[src/rtl/matrix_scan.sv]
// Row-multiplexed red/green LED matrix scanner: latches note rows into a 16x10 frame buffer
// while a song plays, scans it with per-row blanking, then holds the picture for a few frames.
module matrix_scan #(
  parameter int SCAN_DIV    = 1000,
  parameter int GUARD       = 4,
  parameter int HOLD_FRAMES = 8
) (
  input  logic        clk,
  input  logic        rst,
  input  logic [9:0]  note_R,
  input  logic [9:0]  note_G,
  input  logic [3:0]  offset,
  input  logic        finish,
  output logic [15:0] row_en,
  output logic [9:0]  col_R,
  output logic [9:0]  col_G,
  output logic        frame_done,
  output logic        busy,
  output logic [1:0]  dbg_state
);

  localparam logic [1:0]  S_IDLE  = 2'd0;
  localparam logic [1:0]  S_RUN   = 2'd1;
  localparam logic [1:0]  S_DRAIN = 2'd2;
  localparam logic [15:0] DIV_MAX = 16'(SCAN_DIV - 1);
  localparam logic [15:0] GUARD_W = 16'(GUARD);
  localparam logic [7:0]  HOLD_LAST = 8'(HOLD_FRAMES - 1);

  logic [1:0]  r_state;
  logic [15:0] r_div_cnt;
  logic [3:0]  r_row_idx;
  logic [7:0]  r_drain_cnt;
  logic [3:0]  r_offset_q;
  logic        r_finish_q;
  logic [9:0]  r_buf_r [16];
  logic [9:0]  r_buf_g [16];
  logic [9:0]  r_lat_r;
  logic [9:0]  r_lat_g;
  logic [15:0] r_row_en;
  logic [9:0]  r_col_r;
  logic [9:0]  r_col_g;
  logic        r_frame_done;
  logic        r_busy;

  logic w_change;
  logic w_fin_rise;
  logic w_row_end;
  logic w_frame_end;
  logic w_write;
  logic w_drain_done;

  assign w_change     = (offset != r_offset_q);
  assign w_fin_rise   = finish & ~r_finish_q;
  assign w_row_end    = (r_div_cnt == DIV_MAX);
  assign w_frame_end  = w_row_end && (r_row_idx == 4'hF) && (r_state != S_IDLE);
  // A song may only start once finish has dropped; DRAIN never accepts writes.
  assign w_write      = w_change && (((r_state == S_IDLE) && !finish) || (r_state == S_RUN));
  assign w_drain_done = (r_state == S_DRAIN) && w_frame_end && (r_drain_cnt == HOLD_LAST);

  always_ff @(posedge clk or negedge rst) begin
    if (!rst) begin
      r_state     <= S_IDLE;
      r_drain_cnt <= 8'd0;
      r_offset_q  <= 4'd0;
      r_finish_q  <= 1'b0;
    end else begin
      r_offset_q <= offset;
      r_finish_q <= finish;
      case (r_state)
        S_IDLE: if (w_write) r_state <= S_RUN;
        S_RUN: begin
          if (w_fin_rise) begin
            r_state     <= S_DRAIN;
            r_drain_cnt <= 8'd0;
          end
        end
        S_DRAIN: begin
          if (w_drain_done) r_state <= S_IDLE;
          else if (w_frame_end) r_drain_cnt <= r_drain_cnt + 8'd1;
        end
        default: r_state <= S_IDLE;
      endcase
    end
  end

  // Counters sit at zero while idle so the first RUN cycle always starts a fresh frame.
  always_ff @(posedge clk or negedge rst) begin
    if (!rst) begin
      r_div_cnt <= 16'd0;
      r_row_idx <= 4'd0;
    end else if ((r_state == S_IDLE) || w_drain_done) begin
      r_div_cnt <= 16'd0;
      r_row_idx <= 4'd0;
    end else if (w_row_end) begin
      r_div_cnt <= 16'd0;
      r_row_idx <= r_row_idx + 4'd1;
    end else begin
      r_div_cnt <= r_div_cnt + 16'd1;
    end
  end

  always_ff @(posedge clk or negedge rst) begin
    if (!rst) begin
      for (int i = 0; i < 16; i++) begin
        r_buf_r[i] <= 10'd0;
        r_buf_g[i] <= 10'd0;
      end
    end else if (w_drain_done) begin
      for (int i = 0; i < 16; i++) begin
        r_buf_r[i] <= 10'd0;
        r_buf_g[i] <= 10'd0;
      end
    end else if (w_write) begin
      r_buf_r[offset] <= note_R;
      r_buf_g[offset] <= note_G;
    end
  end

  // Row data is captured once per row, so a write never tears the row currently shown.
  always_ff @(posedge clk or negedge rst) begin
    if (!rst) begin
      r_lat_r <= 10'd0;
      r_lat_g <= 10'd0;
    end else if (r_div_cnt == 16'd0) begin
      r_lat_r <= r_buf_r[r_row_idx];
      r_lat_g <= r_buf_g[r_row_idx];
    end
  end

  always_ff @(posedge clk or negedge rst) begin
    if (!rst) begin
      r_row_en     <= 16'd0;
      r_col_r      <= 10'h3FF;
      r_col_g      <= 10'h3FF;
      r_frame_done <= 1'b0;
      r_busy       <= 1'b0;
    end else begin
      r_frame_done <= w_frame_end;
      r_busy       <= (r_state != S_IDLE);
      if ((r_state == S_IDLE) || (r_div_cnt < GUARD_W)) begin
        r_row_en <= 16'd0;
        r_col_r  <= 10'h3FF;
        r_col_g  <= 10'h3FF;
      end else begin
        r_row_en <= 16'd1 << r_row_idx;
        r_col_r  <= ~r_lat_r;
        r_col_g  <= ~r_lat_g;
      end
    end
  end

  assign row_en     = r_row_en;
  assign col_R      = r_col_r;
  assign col_G      = r_col_g;
  assign frame_done = r_frame_done;
  assign busy       = r_busy;
  assign dbg_state  = r_state;

endmodule

[config.mk]
export PLATFORM = sky130hd
export DESIGN_NAME = matrix_scan
export DESIGN_NICKNAME = d
export VERILOG_FILES = /design/src/rtl/matrix_scan.sv
export SDC_FILE = /design/constraint.sdc
export NUM_CORES = 1
export LEC_CHECK = 0
export CORE_MARGIN = 1
export CORE_UTILIZATION = 55
export CTS_CLUSTER_DIAMETER = 40
export DETAILED_ROUTE_END_ITERATION = 12
export MAX_ROUTING_LAYER = met4
export PLACE_DENSITY = 0.73
export SYNTH_ARGS = -nofsm -noshare
export SYNTH_HDL_FRONTEND = slang
export SYNTH_SLANG_ARGS = --single-unit
[constraint.sdc]
create_clock -name clk -period 2.75 [get_ports clk]
set_input_delay 0.825 -clock clk [delete_from_list [all_inputs] [get_ports clk]]
set_output_delay 0.825 -clock clk [all_outputs]
set_load 0.005 [all_outputs]
# After elaboration in Yosys (flattened, before gate mapping)
# Cells that the tools add are included.
# op_classes
add_sub_neg	3
mul	0
n_div	0
magnitude_cmp	4
n_eq_ne	11
shifts	1
n_mux	29
bitwise_logic	6
n_reduce_logical	19
# op_table
cell	count
$mux 160	4
$bwmux 160	2
$bmux 10 s4	2
$mux 10	7
$mux 16	3
$demux 10 s4	1
$mux 8	3
$not 10->10	2
$add 16x1->16 const B	1
$eq 16x10->1 const B	1
$logic_not 16->1	1
$lt 16x3->1 const B	1
$pmux 8 s2	1
$shl 1x4->16 const A	1
$ge 5x5->1 const B	2
$ne 2x2->1 const B	5
$not 4->5	2
$add 8x1->8 const B	1
$eq 8x3->1 const B	1
$mux 4	2
$reduce_bool 2->1	4
$logic_and 1x1->1	7
$mux 2	3
$pmux 2 s3	1
other kinds (13)	15
# totals
regBits	413
latch_bits	0
ram_bits	0
mem_bits_ro	0
output_inout_bits	40
wordCells	118
memories	0

# Longest topological paths before layout
# Gate-level depths: netlist of run 1.
# logic_depth
ltp_word	8
mapped_depth	8

# Worst setup path before layout of run 1
# OpenSTA, ideal clock, no wires.
# synth_path
kind	input-to-reg
from	input port offset[0]
to	register r_buf_g[100] in the netlist's numbering
setup_time_ps	81
t_arrival_ps	2454
setup_slack_ps	215
stages	7
path_buffers	3
path_cell_list	clkbuf_1 -> xnor2_1 -> nand4_1 -> clkbuf_1 -> nand3_1 -> clkbuf_1 -> mux2i_1
# synth_via
elab_chain_len	8
elab_cells_between_ends	12
# synth_lines
item	line	source
start: declaration	12	input logic [3:0] offset,
$not 4->5 (implied by the code)	115	r_buf_g[offset] <= note_G;
$ge 5x5->1 (implied by the code) / $lt 5x1->1 (equally long branches)	115	
$logic_and 1x1->1 (implied by the code)	115	
$mux 10 (implied by the code)	115	
$demux 10 s4	115	
$bwmux 160	115	
$mux 160	113	end else if (w_write) begin
$mux 160	108	end else if (w_drain_done) begin
end signal: indexed assignment	115	
end: declaration	36	logic [9:0] r_buf_g [16];
# Several ways; a longest one is shown, not always the timed one. The select of a mux whose other input is x is not followed.
# A chain may end at the register's enable or synchronous reset.

# Worst setup path in the final report of run 1
# layout_path
from	register r_div_cnt[13]
to	register r_buf_r[35] in the netlist's numbering
# layout_via
elab_chain_len	6
elab_cells_between_ends	7
# layout_lines
item	line	source
start: declaration	30	logic [15:0] r_div_cnt;
start signal: assignment	98	r_div_cnt <= r_div_cnt + 16'd1;
$eq 16x10->1 (*)	54	assign w_row_end = (r_div_cnt == DIV_MAX);
$logic_and 1x1->1 (*) (2 in a row)	55	assign w_frame_end = w_row_end && (r_row_idx == 4'hF) && (r_state != S_IDLE);
$logic_and 1x1->1 (*) (2 in a row)	58	assign w_drain_done = (r_state == S_DRAIN) && w_frame_end && (r_drain_cnt == HOLD_LAST);
$mux 160 / $reduce_bool 2->1 (equally long branches)	-	
end signal: indexed assignment	114	r_buf_r[offset] <= note_R;
end: declaration	35	logic [9:0] r_buf_r [16];
# Mark *: on every way between the ends. The rest lies on a longest branch, timed or not.

==> results of run 1 <==
==> worst paths after layout <==
| check | from | to | slack (ps) | cells past startpoint |
|---|---|---|---|---|
| max | r_div_cnt[13] | r_buf_r[35] | 80 | 5 |
| min | rst | r_div_cnt[11] | 160 | 1 |
| max reg2reg | r_div_cnt[13] | r_buf_r[35] | 80 | 5 |
| min reg2reg | r_lat_g[9] | col_G[9] | 390 | 1 |
| max in group asynchronous | rst | r_buf_g[23] | 1800 | 2 |
| min in group clk | r_lat_g[9] | col_G[9] | 390 | 1 |
==> power groups by stage <==
stage	Clock, mW	Combinational (mW)	Sequential [mW]
2_1_floorplan	0	4.15	9.74
6_report	6.74	5.75	10.2
5_1_grt	7.03	6.34	10.5
3_5_place_dp	0	5.74	10.2
4_1_cts	6.79	5.79	10.2
3_3_place_gp	0	5.40	10.1
==> metal layers <==
metal	vias up	wire length, um	global-route usage [%]
met5	-	0	-
met3	76	3379	3.455
li1	6399	-	-
met2	557	25200	44.18
met4	0	1107	7.263
met1	7637	24180	42.90
==> stage by stage <==
| stage | utilization, % | std cells | power [mW] |
|---|---|---|---|
| 2_1_floorplan | - | 1673 | 13.89 |
| 3_3_place_gp | 61.25 | 2096 | 15.47 |
| 3_5_place_dp | 61.25 | 2096 | 15.96 |
| 4_1_cts | 65.93 | 2189 | 22.73 |
| 5_1_grt | 66.00 | 2191 | 23.85 |
| 6_report | 66.00 | 2191 | 22.72 |
==> repair_timing <==
action | CTS | global route
buffers inserted | 0 | 2
gates resized for setup | 0 | 0
endpoints found under the setup margin | 0 | 4
==> cells by family after synthesis <==
family	Yosys count
mux	443
compound gates	390
buf+inv	237
flops	413
fa+ha+maj	9
xor+xnor	15
simple gates	166
==> cell usage after synthesis (all sizes together), types with 10 or more instances <==
master,n
nor2,39
mux2i,343
dfstp,20
clkbuf,151
inv,33
mux4,80
nor3,11
nand2,38
o31ai,321
nand3,27
mux2,20
dfrtp,393
o22ai,20
nand4,10
a21oi,27
buf,53
==> final cells by class <==
cell class	count	area share, %
clock buffer	65	5.895
sequential	413	42.71
inverter	33	0.5102
multi-input combinational	1023	39.03
tap	468	2.412
clock inverter	28	1.190
timing repair buffer	161	8.256
==> state kept, by name, indices dropped and copies added (netlist names), 2 cells and up <==
register     flops
r_lat_g         10
row_en          16
r_buf_g        160
dbg_state        2
r_offset_q       4
r_buf_r        160
r_drain_cnt      8
r_lat_r         10
r_row_idx        4
col_G           10
r_div_cnt       16
col_R           10
==> worst register-to-register path, stage by stage (launching register included) <==
cell and delay [ps]:
dfrtp_1 450, or4_4 540, or4_4 690, buf_12 280, o31ai_1 390, mux2i_1 150
==> results.txt, run 1 <==
setup violators final: 0
flops & latches, synth: 413
worst slack at placement: 35.13 ps
largest fanout on the critical path: 100
Std-Cell Rows: 70
Detailed Routing Iterations Pass 1: 5
Slew headroom: 52.64%
die area: 38360 um^2
ys async rst share: 100.0%
Crit path arrival time: 3070 ps
P_sw: 6.717 mW
setup tns final: 0 ps
RSZ-0062 raised after global routing: false
worst setup margin: 78.27 ps
CTS clk-pin slew, worst paths: 50 ps
Setup Skew: 19.99 ps
gpl congestion: 0.8551
Syn Area/Cell: 12.35 um^2
main combinational cell family by area after synthesis: multiplexers
via/cell ratio: 6.695
Crit path max-delay family: simple AND/OR/NAND/NOR gates
Worst Path Required: 3150 ps
commonest non-fill, non-tap cell in the layout: dfrtp_1
Post-DP HPWL: 32480 um
outcome: completed
multiplexer share of the synthesized area: 26.42%
Synth cell types: 43
Slowest-stage cell, CP: or4_4
most frequent cells in the layout: 390 x dfrtp_1, 343 x mux2i_1, 320 x o31ai_1
DR DRC count: 0
top cells by area, synth: dfrtp_1 48%, mux2i_1 17%, o31ai_1 12%, mux4_2 8.7%, clkbuf_1 2.7%
pwr/cell area: 935.7 nW/um^2
Synth Warn #: 0
CTS tree: done
minimum clock period: 2672 ps
CTS Sinks: 413
first-pass GRT wire length: 85860 um
Synthesized Nets: 1709
Synth Flop Type: dfrtp_1
Total Routing Usage GR: 29.40%
Fmax: 374.3 MHz
Die X: 195.8 um
CP startpoint kind: flop
vias in the first global route: 14690
Gate Count Post-Synth: 1673
Initial Util: 56.18%
clock share of power: 29.6%
initial antenna violation count: 0
leading area contributor after synthesis: dfrtp_1
clk root buf: clkbuf_16
min-delay worst type: primary input to asynchronous set/reset pin
IO Count: 67
worst skew pair latency: 570 ps
via count: 14670
sw frac: 29.57%
Num CTS Buffers: 50
post-synthesis simple-gate area fraction: 3.996%
period utilization: 97.15%
Synth Area in Adders: 0.5449%
WP buf/inv: 1
post-route cell area: 24280 um^2
die height: 195.8 um
sequential element share of the synthesized area: 50.13%
Max stage delay on crit path: 690 ps
fillcell total: 2576
Post-synth EDFFs: 0
Max clock buf depth: 3
Reg power frac: 45.0%
share of layout cells above drive strength 1: 19.33%
Pleak: 11.14 nW
xor/xnor share of the synthesized area: 0.6357%
WS Path Type: flop to flop
VDD IR max: 0.5245 mV
Routed WL per cell: 24.59 um
DRT antenna net count: 0
crit-path cells: or4_4 > or4_4 > buf_12 > o31ai_1 > mux2i_1
Logic pwr share: 25.3%
cell mode on critical path: or4_4
Area after DPL: 22530 um^2
compound-cell area share of the yosys netlist: 13.74%
IO buf count: 66
Hold Worst Slack: 159.4 ps
area of the multi-input gates: 9477 um^2
cell internal pwr: 16.00 mW
post-synth top area share: 47.58%
Nets: 1718
initial drt markers: 1382
final wirelength: 53870 um
FF+latch area: 10370 um^2
grt total ovfl: 0
H-tree depth: 2
maxcap violations: 0
core region area: 36790 um^2
ant diodes: 0
Crit. End Element: flop
slew at the pin closest to its max-slew limit: 709.6 ps
Slew Viols, Final: 0
Post-CTS Hold Buffers: 0
Area growth, synth to finish: 17.48%
synthesized area: 20670 um^2
largest net degree at the start of global routing: 114
Final Hold Vio Count: 0
No activity file was read; power rests on OpenSTA's default activity.
==> run 2, diff against run 1 <==
- GPL_ROUTABILITY_DRIVEN: default -> 1
==> results of run 2 <==
No change in the layout: final DEF, timing and power equal those of run 1.
